**src/rtl/key_event_arbiter.sv**
```systemverilog
// Debounce, short/long/repeat classification and RR event arbitration for raw keys.
// Optional auto-repeat in LONG is enabled by defining KEY_REPEAT_EN.
`timescale 1ns/1ps
module key_event_arbiter #(
  parameter int NUM_KEYS       = 3,
  parameter int TICK_DIV       = 50000,
  parameter int DEBOUNCE_TICKS = 20,
  parameter int LONG_TICKS     = 1000,
  parameter int REPEAT_TICKS   = 200,
  localparam int KW = (NUM_KEYS > 1) ? $clog2(NUM_KEYS) : 1
) (
  input  logic                clk,
  input  logic                rst_n,
  input  logic [NUM_KEYS-1:0] key_n,
  output logic [NUM_KEYS-1:0] key_state,
  output logic                evt_valid,
  input  logic                evt_ready,
  output logic [KW-1:0]       evt_key,
  output logic [1:0]          evt_type,
  output logic                evt_drop
);

  localparam int TW = (TICK_DIV > 1) ? $clog2(TICK_DIV) : 1;
  localparam int CW = $clog2(DEBOUNCE_TICKS + 1);
  localparam int HW = $clog2(LONG_TICKS + 1);

  typedef enum logic [2:0] {
    IDLE, PDB, HELD, LONG, RDB
  } st_t;

  logic [NUM_KEYS-1:0] sync1, sync2, s;
  logic [TW-1:0]       tcnt;
  logic                tick;

  st_t           st_q   [NUM_KEYS];
  st_t           st_d   [NUM_KEYS];
  logic [CW-1:0] cnt_q  [NUM_KEYS];
  logic [CW-1:0] cnt_d  [NUM_KEYS];
  logic [HW-1:0] hold_q [NUM_KEYS];
  logic [HW-1:0] hold_d [NUM_KEYS];
  logic [NUM_KEYS-1:0] long_q, long_d;
`ifdef KEY_REPEAT_EN
  localparam int RW = $clog2(REPEAT_TICKS + 1);
  logic [RW-1:0] rep_q [NUM_KEYS];
  logic [RW-1:0] rep_d [NUM_KEYS];
`endif

  logic [NUM_KEYS-1:0] post, clr, drop_v, pend_q;
  logic [1:0]          post_type [NUM_KEYS];
  logic [1:0]          ptype_q   [NUM_KEYS];
  logic [KW-1:0]       ptr_q, gnt_idx;
  logic [1:0]          gnt_type;
  logic                gnt_any, load;

  assign s = ~sync2;
  assign tick = (tcnt == TW'(TICK_DIV - 1));

  // Two-flop synchronisers and the shared free-running tick divider
  always_ff @(posedge clk or negedge rst_n) begin
    if (!rst_n) begin
      sync1 <= '1;
      sync2 <= '1;
      tcnt  <= '0;
    end else begin
      sync1 <= key_n;
      sync2 <= sync1;
      tcnt  <= tick ? '0 : tcnt + 1'b1;
    end
  end

  // Per-key FSM state and counter registers
  always_ff @(posedge clk or negedge rst_n) begin
    if (!rst_n) begin
      for (int k = 0; k < NUM_KEYS; k++) begin
        st_q[k]   <= IDLE;
        cnt_q[k]  <= '0;
        hold_q[k] <= '0;
`ifdef KEY_REPEAT_EN
        rep_q[k]  <= '0;
`endif
      end
      long_q <= '0;
    end else begin
      for (int k = 0; k < NUM_KEYS; k++) begin
        st_q[k]   <= st_d[k];
        cnt_q[k]  <= cnt_d[k];
        hold_q[k] <= hold_d[k];
`ifdef KEY_REPEAT_EN
        rep_q[k]  <= rep_d[k];
`endif
      end
      long_q <= long_d;
    end
  end

  // Per-key next state; counters only move on tick
  always_comb begin
    long_d = long_q;
    for (int k = 0; k < NUM_KEYS; k++) begin
      st_d[k]   = st_q[k];
      cnt_d[k]  = cnt_q[k];
      hold_d[k] = hold_q[k];
`ifdef KEY_REPEAT_EN
      rep_d[k]  = rep_q[k];
`endif
      unique case (st_q[k])
        IDLE: begin
          if (s[k]) begin
            st_d[k]  = PDB;
            cnt_d[k] = '0;
          end
        end
        PDB: begin
          if (!s[k]) begin
            st_d[k] = IDLE;
          end else if (tick) begin
            cnt_d[k] = cnt_q[k] + 1'b1;
            if (cnt_q[k] + 1'b1 == CW'(DEBOUNCE_TICKS)) begin
              st_d[k]   = HELD;
              hold_d[k] = '0;
              long_d[k] = 1'b0;
            end
          end
        end
        HELD: begin
          if (!s[k]) begin
            st_d[k]  = RDB;
            cnt_d[k] = '0;
          end else if (tick) begin
            hold_d[k] = hold_q[k] + 1'b1;
            if (hold_q[k] + 1'b1 == HW'(LONG_TICKS)) begin
              st_d[k]   = LONG;
              long_d[k] = 1'b1;
`ifdef KEY_REPEAT_EN
              rep_d[k]  = '0;
`endif
            end
          end
        end
        LONG: begin
          if (!s[k]) begin
            st_d[k]  = RDB;
            cnt_d[k] = '0;
          end else if (tick) begin
            if (hold_q[k] != HW'(LONG_TICKS))
              hold_d[k] = hold_q[k] + 1'b1;
`ifdef KEY_REPEAT_EN
            if (rep_q[k] + 1'b1 == RW'(REPEAT_TICKS))
              rep_d[k] = '0;
            else
              rep_d[k] = rep_q[k] + 1'b1;
`endif
          end
        end
        RDB: begin
          if (s[k]) begin
            st_d[k] = long_q[k] ? LONG : HELD;
          end else if (tick) begin
            cnt_d[k] = cnt_q[k] + 1'b1;
            if (cnt_q[k] + 1'b1 == CW'(DEBOUNCE_TICKS))
              st_d[k] = IDLE;
          end
        end
        default: st_d[k] = IDLE;
      endcase
    end
  end

  // Per-key outputs: debounced level and event posts
  always_comb begin
    for (int k = 0; k < NUM_KEYS; k++) begin
      post[k]      = 1'b0;
      post_type[k] = 2'b00;
      key_state[k] = (st_q[k] == HELD) || (st_q[k] == LONG) ||
                     (st_q[k] == RDB);
      if (tick) begin
        if (st_q[k] == HELD && s[k] &&
            hold_q[k] + 1'b1 == HW'(LONG_TICKS)) begin
          post[k]      = 1'b1;
          post_type[k] = 2'b01;
        end
`ifdef KEY_REPEAT_EN
        if (st_q[k] == LONG && s[k] &&
            rep_q[k] + 1'b1 == RW'(REPEAT_TICKS)) begin
          post[k]      = 1'b1;
          post_type[k] = 2'b10;
        end
`endif
        if (st_q[k] == RDB && !s[k] && !long_q[k] &&
            cnt_q[k] + 1'b1 == CW'(DEBOUNCE_TICKS)) begin
          post[k]      = 1'b1;
          post_type[k] = 2'b00;
        end
      end
    end
  end

  assign load = !evt_valid || evt_ready;

  // Round-robin pick: first pending slot at or after the pointer
  always_comb begin
    gnt_any  = 1'b0;
    gnt_idx  = '0;
    gnt_type = 2'b00;
    for (int j = 0; j < NUM_KEYS; j++) begin
      if (!gnt_any && pend_q[j] && KW'(j) >= ptr_q) begin
        gnt_any  = 1'b1;
        gnt_idx  = KW'(j);
        gnt_type = ptype_q[j];
      end
    end
    for (int j = 0; j < NUM_KEYS; j++) begin
      if (!gnt_any && pend_q[j]) begin
        gnt_any  = 1'b1;
        gnt_idx  = KW'(j);
        gnt_type = ptype_q[j];
      end
    end
    for (int j = 0; j < NUM_KEYS; j++) begin
      clr[j]    = load && gnt_any && (gnt_idx == KW'(j));
      drop_v[j] = post[j] && pend_q[j] && !clr[j];
    end
  end

  // Pending slots; a grant frees the slot in the same cycle a post may refill it
  always_ff @(posedge clk or negedge rst_n) begin
    if (!rst_n) begin
      pend_q <= '0;
      for (int k = 0; k < NUM_KEYS; k++)
        ptype_q[k] <= 2'b00;
      evt_drop <= 1'b0;
    end else begin
      for (int k = 0; k < NUM_KEYS; k++) begin
        if (post[k]) begin
          if (!pend_q[k] || clr[k]) begin
            pend_q[k]  <= 1'b1;
            ptype_q[k] <= post_type[k];
          end
        end else if (clr[k]) begin
          pend_q[k] <= 1'b0;
        end
      end
      evt_drop <= |drop_v;
    end
  end

  // Output event register, reloaded when empty or on handshake
  always_ff @(posedge clk or negedge rst_n) begin
    if (!rst_n) begin
      evt_valid <= 1'b0;
      evt_key   <= '0;
      evt_type  <= 2'b00;
      ptr_q     <= '0;
    end else if (load) begin
      evt_valid <= gnt_any;
      if (gnt_any) begin
        evt_key  <= gnt_idx;
        evt_type <= gnt_type;
        ptr_q    <= (gnt_idx == KW'(NUM_KEYS - 1)) ? '0 : gnt_idx + 1'b1;
      end
    end
  end

endmodule

```
**config.mk**
```make
export PLATFORM = sky130hd
export DESIGN_NAME = key_event_arbiter
export DESIGN_NICKNAME = d
export VERILOG_FILES = /design/src/rtl/key_event_arbiter.sv
export SDC_FILE = /design/constraint.sdc
export NUM_CORES = 1
export LEC_CHECK = 0
export BUFFER_PORTS_ARGS = -buffer_cell sky130_fd_sc_hd__buf_2
export CAP_MARGIN = 5
export CORE_MARGIN = 1.5
export CORE_UTILIZATION = 40
export CTS_CLUSTER_SIZE = 28
export DETAILED_ROUTE_END_ITERATION = 7
export GPL_TIMING_DRIVEN = 0
export PLACE_DENSITY_LB_ADDON = 0.05
export SYNTH_ARGS = -nofsm -noshare
export SYNTH_HDL_FRONTEND = slang
export SYNTH_SLANG_ARGS = --single-unit
```
**constraint.sdc**
```tcl
create_clock -name clk -period 2.19 [get_ports clk]
set_input_delay 0.1095 -clock clk [delete_from_list [all_inputs] [get_ports clk]]
set_output_delay 0.1095 -clock clk [all_outputs]
set_load 0.1 [all_outputs]
```
==> flow_summary.toml <==
[drt]
ant_nets = 0
detailed_routing_iterations_pass_1 = 4
detail_route.vias_per_cell = 5.58
route.detailed.wl_per_inst_um = 15.9
route.vias.total = 4758
drt_iter0_drc = 291
drc = 0
postRouteWirelength_um = 13500

[global_route]
grt_first_pass_wirelength_um = 22600
grt_util_all_layers_pct = 19.6
grt_max_degree = 57
groute.layer.met1.usage_pct = 26.4
use_met3_pct = 4.71
antenna_found_initial = 0
grt_pass1_vias = 4567
grt_overflow_total = 0
grt-busiest-layer = "met2"
gr-usage-met2_pct = 31.5

[clock_network]
htree_levels = 3
cts_inserted_buffers = 9
clkLatencyLatePin_ns = 0.35
clock_path_buffers = 2
cts.reportedPaths.clkPinSlew_ns = 0.06
cts.sink_count = 92
clock_tree_from_tritoncts = "built"
clk_root_buffer_cell = "clkbuf_16"

[timing]
finalSetupTns_ns = -6.44
timing_max_transition_violations_final = 0
timing.final.setup_violations = 49
finalCritPeriodShare_pct = 110
timing.final.ws_setup_ns = -0.228
timing.max_slew.rel_slack_pct = 50.0
final.setup_skew_ns = 0.0131
unrepaired_setup_endpoints_after_global_routing = "yes"
final_period_minus_worst_setup_slack_ns = 2.42
worst_pin_slew_ns = 0.750
achievable-frequency_mhz = 414
holdWs_ns = 0.244
hold_violations = 0

[critical_path]
critical_path.max_fanout = 9
crit_buf_inv = 2
largest_delay_contributor_family_on_the_critical_path = "simple AND/OR/NAND/NOR gates"
critPathRequiredTime_ns = 2.46
regToRegEndpoint = "cnt_q[4]$_DFFE_PN0P_"
critical_path_arrival_ns = 2.69
r2r.worst_path.cells = 7
critical_path_capture_point_type = "flop"
timing.reg2reg.setup_slack_ns = -0.23
startpoint_of_the_most_critical_register_to_register_path = "tcnt[10]$_DFF_PN0_"
cpMaxStageDelayCell = "or4b_4"
crit_path_max_incr_delay_ns = 0.57
cp_cell_sequence = "or4b_4, or4_4, buf_12, a21o_1, buf_6, nor4_4, o21bai_1"
cp-start-kind = "flop"
worstSetupPathType = "reg -> reg"

[synth]
synth.top_cells.by_count = "dfrtp_1 (86), nand2_1 (68), nor2_1 (46)"
netlist.top_cell.by_area = "dfrtp_1"
ys_top_cells_by_area = "dfrtp_1 (39%), nand2_1 (4.7%), o21ai_0 (3.9%)"
synth.yosys.seq_area_share_pct = 42.3
syn_area_um2 = 5460
synth_top_cell_area_share_pct = 39.4
ys.warnings.count = 0
synthesis.area_per_instance_um2 = 8.75
synth-edff-count = 0
synthMostInstantiatedCell = "dfrtp_1"
synthArstFlopShare_pct = 100
synth-seq-cells = 92
yosysUniqueCellTypes = 70
synth_nets = 642
syn_inst = 624
top_ff_cell_synth = "dfrtp_1"

[worst_hold_path]
worst_min_path_class = "in -> reg"
worst_hold_path_stage_count = 3
hold_path_origin = "evt_ready"
whs_endpoint = "evt_valid$_DFFE_PN0N_"

[cells_and_area]
fin_area_um2 = 6850
antenna_diode_count = 0
instances_no_fill = 853
drive_above_1_share_pct = 23.8
num-nets-final = 690
synthToLayoutAreaGrowth_pct = 25.5

[pwr]
cellLeakagePower_nw = 2.76
power_density_nw_per_um2 = 593
p_sw_w = 0.00121
switching_part_of_the_total_pct = 29.9
power.sequential.fraction_pct = 45.7
p_clk_share_pct = 37.4
vdd_drop_max_mv = 0.385
comb_power_share_pct = 16.9
internal_power_w = 0.00285

[die]
start_util_pct = 41.1
core_area_um2 = 13300
die_h_um = 120
floorplan.die.width_um = 120
row_count = 42
dieArea_um2 = 14400
floorplan.io_pins = 15

[place]
placement.io_buffers = 13
dp.cells = 814
gp_congestion = 0.776
hpwlAfterDp_um = 8840
dpl_worst_slack_ns = -0.540
placed_cell_area_um2 = 5850

[flow_run]
timing.max_cap.violations = 0

[outcome]
violations_in_the_final_reports = "negative setup slack"
outcome = "finished, violations left"
[sequential cells by signal, summed over array words and instances, names as in the netlist]
register   count
evt_key        2
sync1          3
evt_drop       1
ptype_q        3
evt_type       1
long_q         3
st_q           9
evt_valid      1
cnt_q         15
ptr_q          2
sync2          3
tcnt          16
hold_q        30
pend_q         3
[repair_timing]
item	CTS	global route
hold buffers	4	0
gates cloned	2	1
pin swaps	19	14
hold endpoints to repair	56	0
buffers inserted	14	6
gates resized for setup	83	48
setup endpoints to repair	71	64
[per-stage QoR]
step	utilization, %	total power, W
after floorplan	-	0.00237
after global placement	43.8	0.00252
after detailed placement	44.0	0.00253
after CTS	50.0	0.00410
after global routing	51.5	0.00426
final	51.5	0.00406
[power groups by stage]
| stage | registers, W | logic (W) | clock network, W |
|---|---|---|---|
| floorplan | 0.00206 | 0.000309 | 0 |
| global placement | 0.00188 | 0.000635 | 0 |
| detailed placement | 0.00189 | 0.000647 | 0 |
| CTS | 0.00185 | 0.000675 | 0.00157 |
| global route | 0.00187 | 0.000759 | 0.00163 |
| finish | 0.00186 | 0.000686 | 0.00152 |
[metal layers]
| metal | vias to the layer above | part of all wire [%] |
|---|---|---|
| li1 | 2349 | - |
| met1 | 2337 | 49 |
| met2 | 59 | 46 |
| met3 | 13 | 2.7 |
| met4 | 0 | 1.3 |
| met5 | - | 0 |
[logic make-up (layout without fill, tap and decap cells)]
kind of cell | Yosys count | in the layout | share of synthesized area, %
simple gates | 279 | 279 | 27.4
xor+xnor | 18 | 18 | 2.89
other cells | 1 | 1 | 0.0687
mux | 14 | 14 | 2.66
compound gates | 148 | 148 | 17.3
fa+ha+maj | 12 | 12 | 2.75
flops | 92 | 92 | 42.3
buf+inv | 60 | 113 | 4.63
[tightest hold or removal path, cell delays in order]
cell	delay, ns
buf_2	0.07
nand2b_1	0.23
nand3_1	0.12
[worst max path at each step]
stage	startpoint	endpoint	cells after the start
after floorplan	tcnt[10]$_DFF_PN0_	cnt_q[9]$_DFFE_PN0P_	6
after global placement	tcnt[10]$_DFF_PN0_	cnt_q[9]$_DFFE_PN0P_	6
after detailed placement	tcnt[10]$_DFF_PN0_	cnt_q[9]$_DFFE_PN0P_	6
after CTS	tcnt[10]$_DFF_PN0_	cnt_q[4]$_DFFE_PN0P_	7
after global routing	tcnt[10]$_DFF_PN0_	hold_q[0]$_DFFE_PN0P_	8
final	tcnt[10]$_DFF_PN0_	cnt_q[4]$_DFFE_PN0P_	7
[placed cells by master, fill, tap and decap left out, types with 10 or more instances in the layout]
cell and instances:
clkbuf_1 27, mux2i_1 10, a21oi_2 14, a21oi_1 21
nand4_1 12, inv_1 20, o21ai_0 14, buf_2 12
ha_1 11, nand3_1 37, nand2b_1 14, o21ai_2 13
xor2_1 11, o21ai_1 15, nor3_1 15, buf_4 18
nor2_1 45, nand2_1 67, dfrtp_1 86
[final cells by class]
type	instances	area, um^2
multi-input combinational	472	3390
clock inverter	1	5.00
inverter	20	75.1
clock buffer	15	278
sequential	92	2310
buffer	37	241
timing repair buffer	40	328
tap	176	220
fill	1240	6450
(Power assumes the default switching activity.)
